--- src/rtl/baccarat_pkg.sv ---
// baccarat_pkg: shared card constants, slot indices and card helpers
package baccarat_pkg;
  localparam int CARD_W = 4;
  localparam int NUM_SLOTS = 6;
  localparam logic [CARD_W-1:0] CARD_ACE = 4'd1;
  localparam logic [CARD_W-1:0] CARD_TEN = 4'd10;
  localparam logic [CARD_W-1:0] CARD_KING = 4'd13;
  typedef enum logic [2:0] {P1, P2, P3, D1, D2, D3} slot_e;
  function automatic logic [3:0] card_value(input logic [CARD_W-1:0] c);
    return (c >= CARD_ACE && c < CARD_TEN) ? 4'(c) : 4'd0;
  endfunction
  function automatic logic card_illegal(input logic [CARD_W-1:0] c);
    return c < CARD_ACE || c > CARD_KING;
  endfunction
  function automatic logic [2:0] popcount(input logic [NUM_SLOTS-1:0] v);
    popcount = '0;
    for (int i = 0; i < NUM_SLOTS; i++) popcount += 3'(v[i]);
  endfunction
endpackage

--- src/rtl/hand_score.sv ---
// hand_score: mod-10 baccarat score of three card codes plus out-of-range flag
module hand_score
  import baccarat_pkg::*;
(
  input  logic [CARD_W-1:0] c1_i,
  input  logic [CARD_W-1:0] c2_i,
  input  logic [CARD_W-1:0] c3_i,
  output logic [3:0]        score_o,
  output logic              illegal_o
);
  logic [4:0] sum;
  assign sum = 5'(card_value(c1_i)) + 5'(card_value(c2_i)) + 5'(card_value(c3_i));
  assign score_o = 4'(sum >= 5'd20 ? sum - 5'd20 : sum >= 5'd10 ? sum - 5'd10 : sum);
  // code 0 doubles as the empty-slot value, so only codes above King are flagged here
  assign illegal_o = (c1_i > CARD_KING) | (c2_i > CARD_KING) | (c3_i > CARD_KING);
endmodule

--- src/rtl/baccarat_datapath.sv ---
// baccarat_datapath: captures dealt cards into six slots, scores both hands, flags protocol errors
module baccarat_datapath
  import baccarat_pkg::*;
(
  input  logic              slow_clock,
  input  logic              resetb,
  input  logic [CARD_W-1:0] new_card,
  input  logic              load_pcard1,
  input  logic              load_pcard2,
  input  logic              load_pcard3,
  input  logic              load_dcard1,
  input  logic              load_dcard2,
  input  logic              load_dcard3,
  output logic [CARD_W-1:0] pcard1,
  output logic [CARD_W-1:0] pcard2,
  output logic [CARD_W-1:0] pcard3,
  output logic [CARD_W-1:0] dcard1,
  output logic [CARD_W-1:0] dcard2,
  output logic [CARD_W-1:0] dcard3,
  output logic [3:0]        pscore,
  output logic [3:0]        dscore,
  output logic [2:0]        cards_dealt,
  output logic              load_error
);
  logic [NUM_SLOTS-1:0] strb, valid_q, valid_d;
  logic [CARD_W-1:0]    card_q [NUM_SLOTS];
  logic [CARD_W-1:0]    card_d [NUM_SLOTS];
  logic [2:0]           cnt_q, cnt_d;
  logic                 err_q, err_d, p_ill, d_ill;
  assign strb = {load_dcard3, load_dcard2, load_dcard1, load_pcard3, load_pcard2, load_pcard1};
  always_comb begin
    for (int i = 0; i < NUM_SLOTS; i++) card_d[i] = strb[i] ? new_card : card_q[i];
    valid_d = valid_q | strb;
    cnt_d = popcount(valid_d);
    err_d = err_q | (popcount(strb) > 3'd1) | (|(strb & valid_q)) | (|strb & card_illegal(new_card));
  end
  always_ff @(posedge slow_clock or negedge resetb)
    if (!resetb) begin
      card_q <= '{default: '0};
      valid_q <= '0;
      cnt_q <= '0;
      err_q <= 1'b0;
    end else begin
      card_q <= card_d;
      valid_q <= valid_d;
      cnt_q <= cnt_d;
      err_q <= err_d;
    end
  hand_score u_player (.c1_i(card_q[P1]), .c2_i(card_q[P2]), .c3_i(card_q[P3]), .score_o(pscore), .illegal_o(p_ill));
  hand_score u_dealer (.c1_i(card_q[D1]), .c2_i(card_q[D2]), .c3_i(card_q[D3]), .score_o(dscore), .illegal_o(d_ill));
  assign pcard1 = card_q[P1];
  assign pcard2 = card_q[P2];
  assign pcard3 = card_q[P3];
  assign dcard1 = card_q[D1];
  assign dcard2 = card_q[D2];
  assign dcard3 = card_q[D3];
  assign cards_dealt = cnt_q;
  // a stored out-of-range code always coincides with the error register being set
  assign load_error = err_q | p_ill | d_ill;
endmodule

--- config.mk ---
export PLATFORM = sky130hd
export DESIGN_NAME = baccarat_datapath
export DESIGN_NICKNAME = d
export VERILOG_FILES = /design/src/rtl/baccarat_pkg.sv /design/src/rtl/hand_score.sv /design/src/rtl/baccarat_datapath.sv
export SDC_FILE = /design/constraint.sdc
export NUM_CORES = 1
export LEC_CHECK = 0
export CORE_MARGIN = 3
export CORE_UTILIZATION = 45
export DETAILED_ROUTE_END_ITERATION = 12
export PLACE_DENSITY_LB_ADDON = 0.2
export SYNTH_ARGS = -nofsm -noshare
export SYNTH_HDL_FRONTEND = slang
export SYNTH_SLANG_ARGS = --single-unit
export TNS_END_PERCENT = 1
--- constraint.sdc ---
create_clock -name slow_clock -period 4 [get_ports slow_clock]
set_input_delay 0.8 -clock slow_clock [delete_from_list [all_inputs] [get_ports slow_clock]]
set_output_delay 0.8 -clock slow_clock [all_outputs]
set_load 0.005 [all_outputs]
==> impl_metrics.toml <==
[run_status]
status = "finished with violations"
violations = "setup timing"

[routing]
drc_errors = 0
highest_layer = "met4"
firstDrtPassIters = 4
wl_per_cell_um = 14.81
met3_length_um = 192
dr_wl_met2_um = 2694
final_antenna_net_count = 0
viasPerCell = 5.049
routed-via-count = 1848
wl_met1_um = 2414
wirelength_um = 5422
first_iter_violations = 76

[finish]
final_common_cell = "clkdlybuf4s50_1"
synthToLayoutAreaGrowth_pct = 45.44
fillCellCount = 397
final_cells = 366
diodes = 0
drive_gt1_share_pct = 37.79
layout_common_cells = "clkdlybuf4s50_1 (41), buf_4 (37), dfrtp_1 (33)"
nNetsFinal = 340

[critical_path]
rrSetupSlack_ns = 1.57
cp-end-kind = "primary output"
critPathArrivalTime_ns = 3.24
critical_path.max_fanout = 4
cp.required_ns = 3.20
r2r-end = "cards_dealt[1]$_DFF_PN0_"
start_kind = "flip-flop"
worstReg2RegStart = "valid_q[3]$_DFF_PN0_"
criticalPathCategory = "flip-flop to primary output"
rr_worst_depth = 5

[sta]
hold_slack_ns = 0.5004
fin_crit_sh_pct = 101.1
setup_viol = 1
report.final.slew_viol_count = 0
rsz0062_at_grt = "yes"
slew_headroom_pct = 71.06
layout_setup_ws_ns = -0.04231
finClkSkew_ns = 0.007933
min_period_ns = 4.042
hold_violations = 0
worst_pin_slew_ns = 0.4342
fmax_mhz = 247.4

[synthesis]
synth_nets = 254
synth_edf_count = 0
synth_area_um2 = 2343
yosysUniqueCellTypes = 36
synthCells = 212
ys_warn_count = 0
ys_seq_area_share_pct = 36.31
synth_flop_cell = "dfrtp_1"
ys_seq_elements = 34
syn_area_per_cell_um2 = 11.05
async_reset_ff_share_pct = 100.0

[pwr]
powerDensity_nw_per_um2 = 479.1
p_leak_nw = 1.527
ir_drop_uv = 274.8

[placement]
dp_cells = 350
io_buffers = 47
gp_congestion = 0.7953
hpwl_um = 3999

[floorplanning]
core_um2 = 4880
start_util_pct = 48.03
die_h_um = 78.17
ios = 48
fp-row-count = 25
die_w_um = 78.17
dieArea_um2 = 6110

[flow_run]
maxCapViolCount = 0

[hold_path]
min_to = "valid_q[1]$_DFF_PN0_"
min-delay-path-class = "flip-flop to flip-flop"
min_path_cells = 1
hold_start = "valid_q[1]$_DFF_PN0_"

[cts]
ctsHtreeMaxLevel = 2
cts_tree = "done"
numClockSinks = 34
cts_hold_buf = 0
cts-root-buf = "clkbuf_8"
numCtsBuffers = 5
cts_buffer_depth = 2
clk_latency_ns = 0.29
clk_pin_slew_ns = 0.07

[grt]
grt_pass1_vias = 1963
grt_max_degree = 35
grtUsageTotal_pct = 18.75
grt_overflow_total = 0
antenna_found_initial = 0
grt_pass1_wl_um = 8976
[critical path, stage by stage (launching register included)]
cell	delay [ns]
dfrtp_1	0.40
buf_6	0.12
nand2b_4	0.05
fa_1	0.52
inv_1	0.04
ha_2	0.18
fa_2	0.56
inv_2	0.08
ha_4	0.17
a32oi_2	0.19
mux2i_1	0.13
buf_4	0.15
a211o_1	0.25
buf_2	0.13
[synthesized netlist by cell type (3+ instances only)]
cell type / n / area (µm²)
and2_1: 6 / 37.54
clkbuf_1: 6 / 22.52
nand2b_1: 6 / 37.54
fa_1: 16 / 320.3
inv_1: 20 / 75.07
nand3_1: 6 / 30.03
or2_2: 7 / 43.79
and3_1: 3 / 18.77
a21o_1: 3 / 22.52
o21ai_0: 8 / 40.04
a21oi_1: 3 / 15.01
a211o_1: 3 / 26.28
mux2_2: 24 / 270.3
xor2_1: 4 / 35.03
nor2_1: 8 / 30.03
nor2b_1: 7 / 43.79
nand2_1: 7 / 26.28
dfrtp_1: 34 / 850.8
a31oi_1: 3 / 18.77
mux2i_1: 5 / 50.05
ha_1: 14 / 175.2
[flip-flops by register name, indices dropped and copies added (netlist names)]
register	count
err_q	1
valid_q	6
pcard1	4
dcard2	4
pcard2	4
cards_dealt	3
pcard3	4
dcard3	4
dcard1	4
[power breakdown]
part | switching, mW | internal [mW]
Sequential | 0.0248 | 0.368
Clock | 0.126 | 0.250
Combinational | 0.386 | 0.478
[per-stage QoR]
stage          setup WS, ns  area (µm²)  TNS [ns]  power, mW  util (%)
2_1_floorplan        0.3829        2344         0     0.8054         -
3_3_place_gp       -0.03343        3100  -0.04370      1.162     63.54
3_5_place_dp        -0.1338        3100   -0.3865      1.179     63.54
4_1_cts            -0.07170        3351   -0.1331      1.611     68.67
5_1_grt             -0.1819        3408   -0.6163      1.757     69.85
6_report           -0.04231        3408  -0.04231      1.633     69.85
[cell type report]
type / instances / area, µm² / area share [%]
Clock buffer: 5 / 68.82 / 2.019
Clock inverter: 3 / 68.82 / 2.019
Timing Repair Buffer: 85 / 735.7 / 21.59
Sequential cell: 34 / 852.1 / 25.00
Multi-Input combinational cell: 152 / 1524 / 44.71
Tap cell: 67 / 83.83 / 2.460
Inverter: 20 / 75.07 / 2.203
[cell families (layout without fill, tap and decap cells)]
kind of cell,Yosys count,after routing,share of synthesized area [%]
simple gates,56,56,13.13
flops,34,34,36.31
buf+inv,26,113,4.164
xor+xnor,7,7,2.937
fa+ha+maj,30,30,21.14
mux,29,29,13.67
compound gates,30,30,8.650
[routing by layer]
metal | vias up | track usage [%]
met2 | 33 | 32.53
li1 | 891 | -
met5 | - | 0
met4 | 0 | 7.692
met1 | 912 | 22.67
met3 | 12 | 3.899
[worst max path at each step]
stage                          start  cells past startpoint  slack (ns)        end
2_1_floorplan  dcard3[3]$_DFFE_PN0P_                     10        0.38  dscore[3]
5_1_grt        dcard3[1]$_DFFE_PN0P_                     13       -0.18  dscore[3]
4_1_cts        dcard3[1]$_DFFE_PN0P_                     13       -0.07  dscore[2]
6_report       dcard3[1]$_DFFE_PN0P_                     13       -0.04  dscore[3]
3_5_place_dp   dcard3[3]$_DFFE_PN0P_                     11       -0.13  dscore[3]
3_3_place_gp   dcard3[3]$_DFFE_PN0P_                     11       -0.03  dscore[3]
[what timing repair did]
action	4_1_cts	5_1_grt
pin swaps	7	4
setup endpoints to repair	6	6
gates resized for setup	36	19
buffers inserted	7	1
No activity file was read; power rests on OpenSTA's default activity.
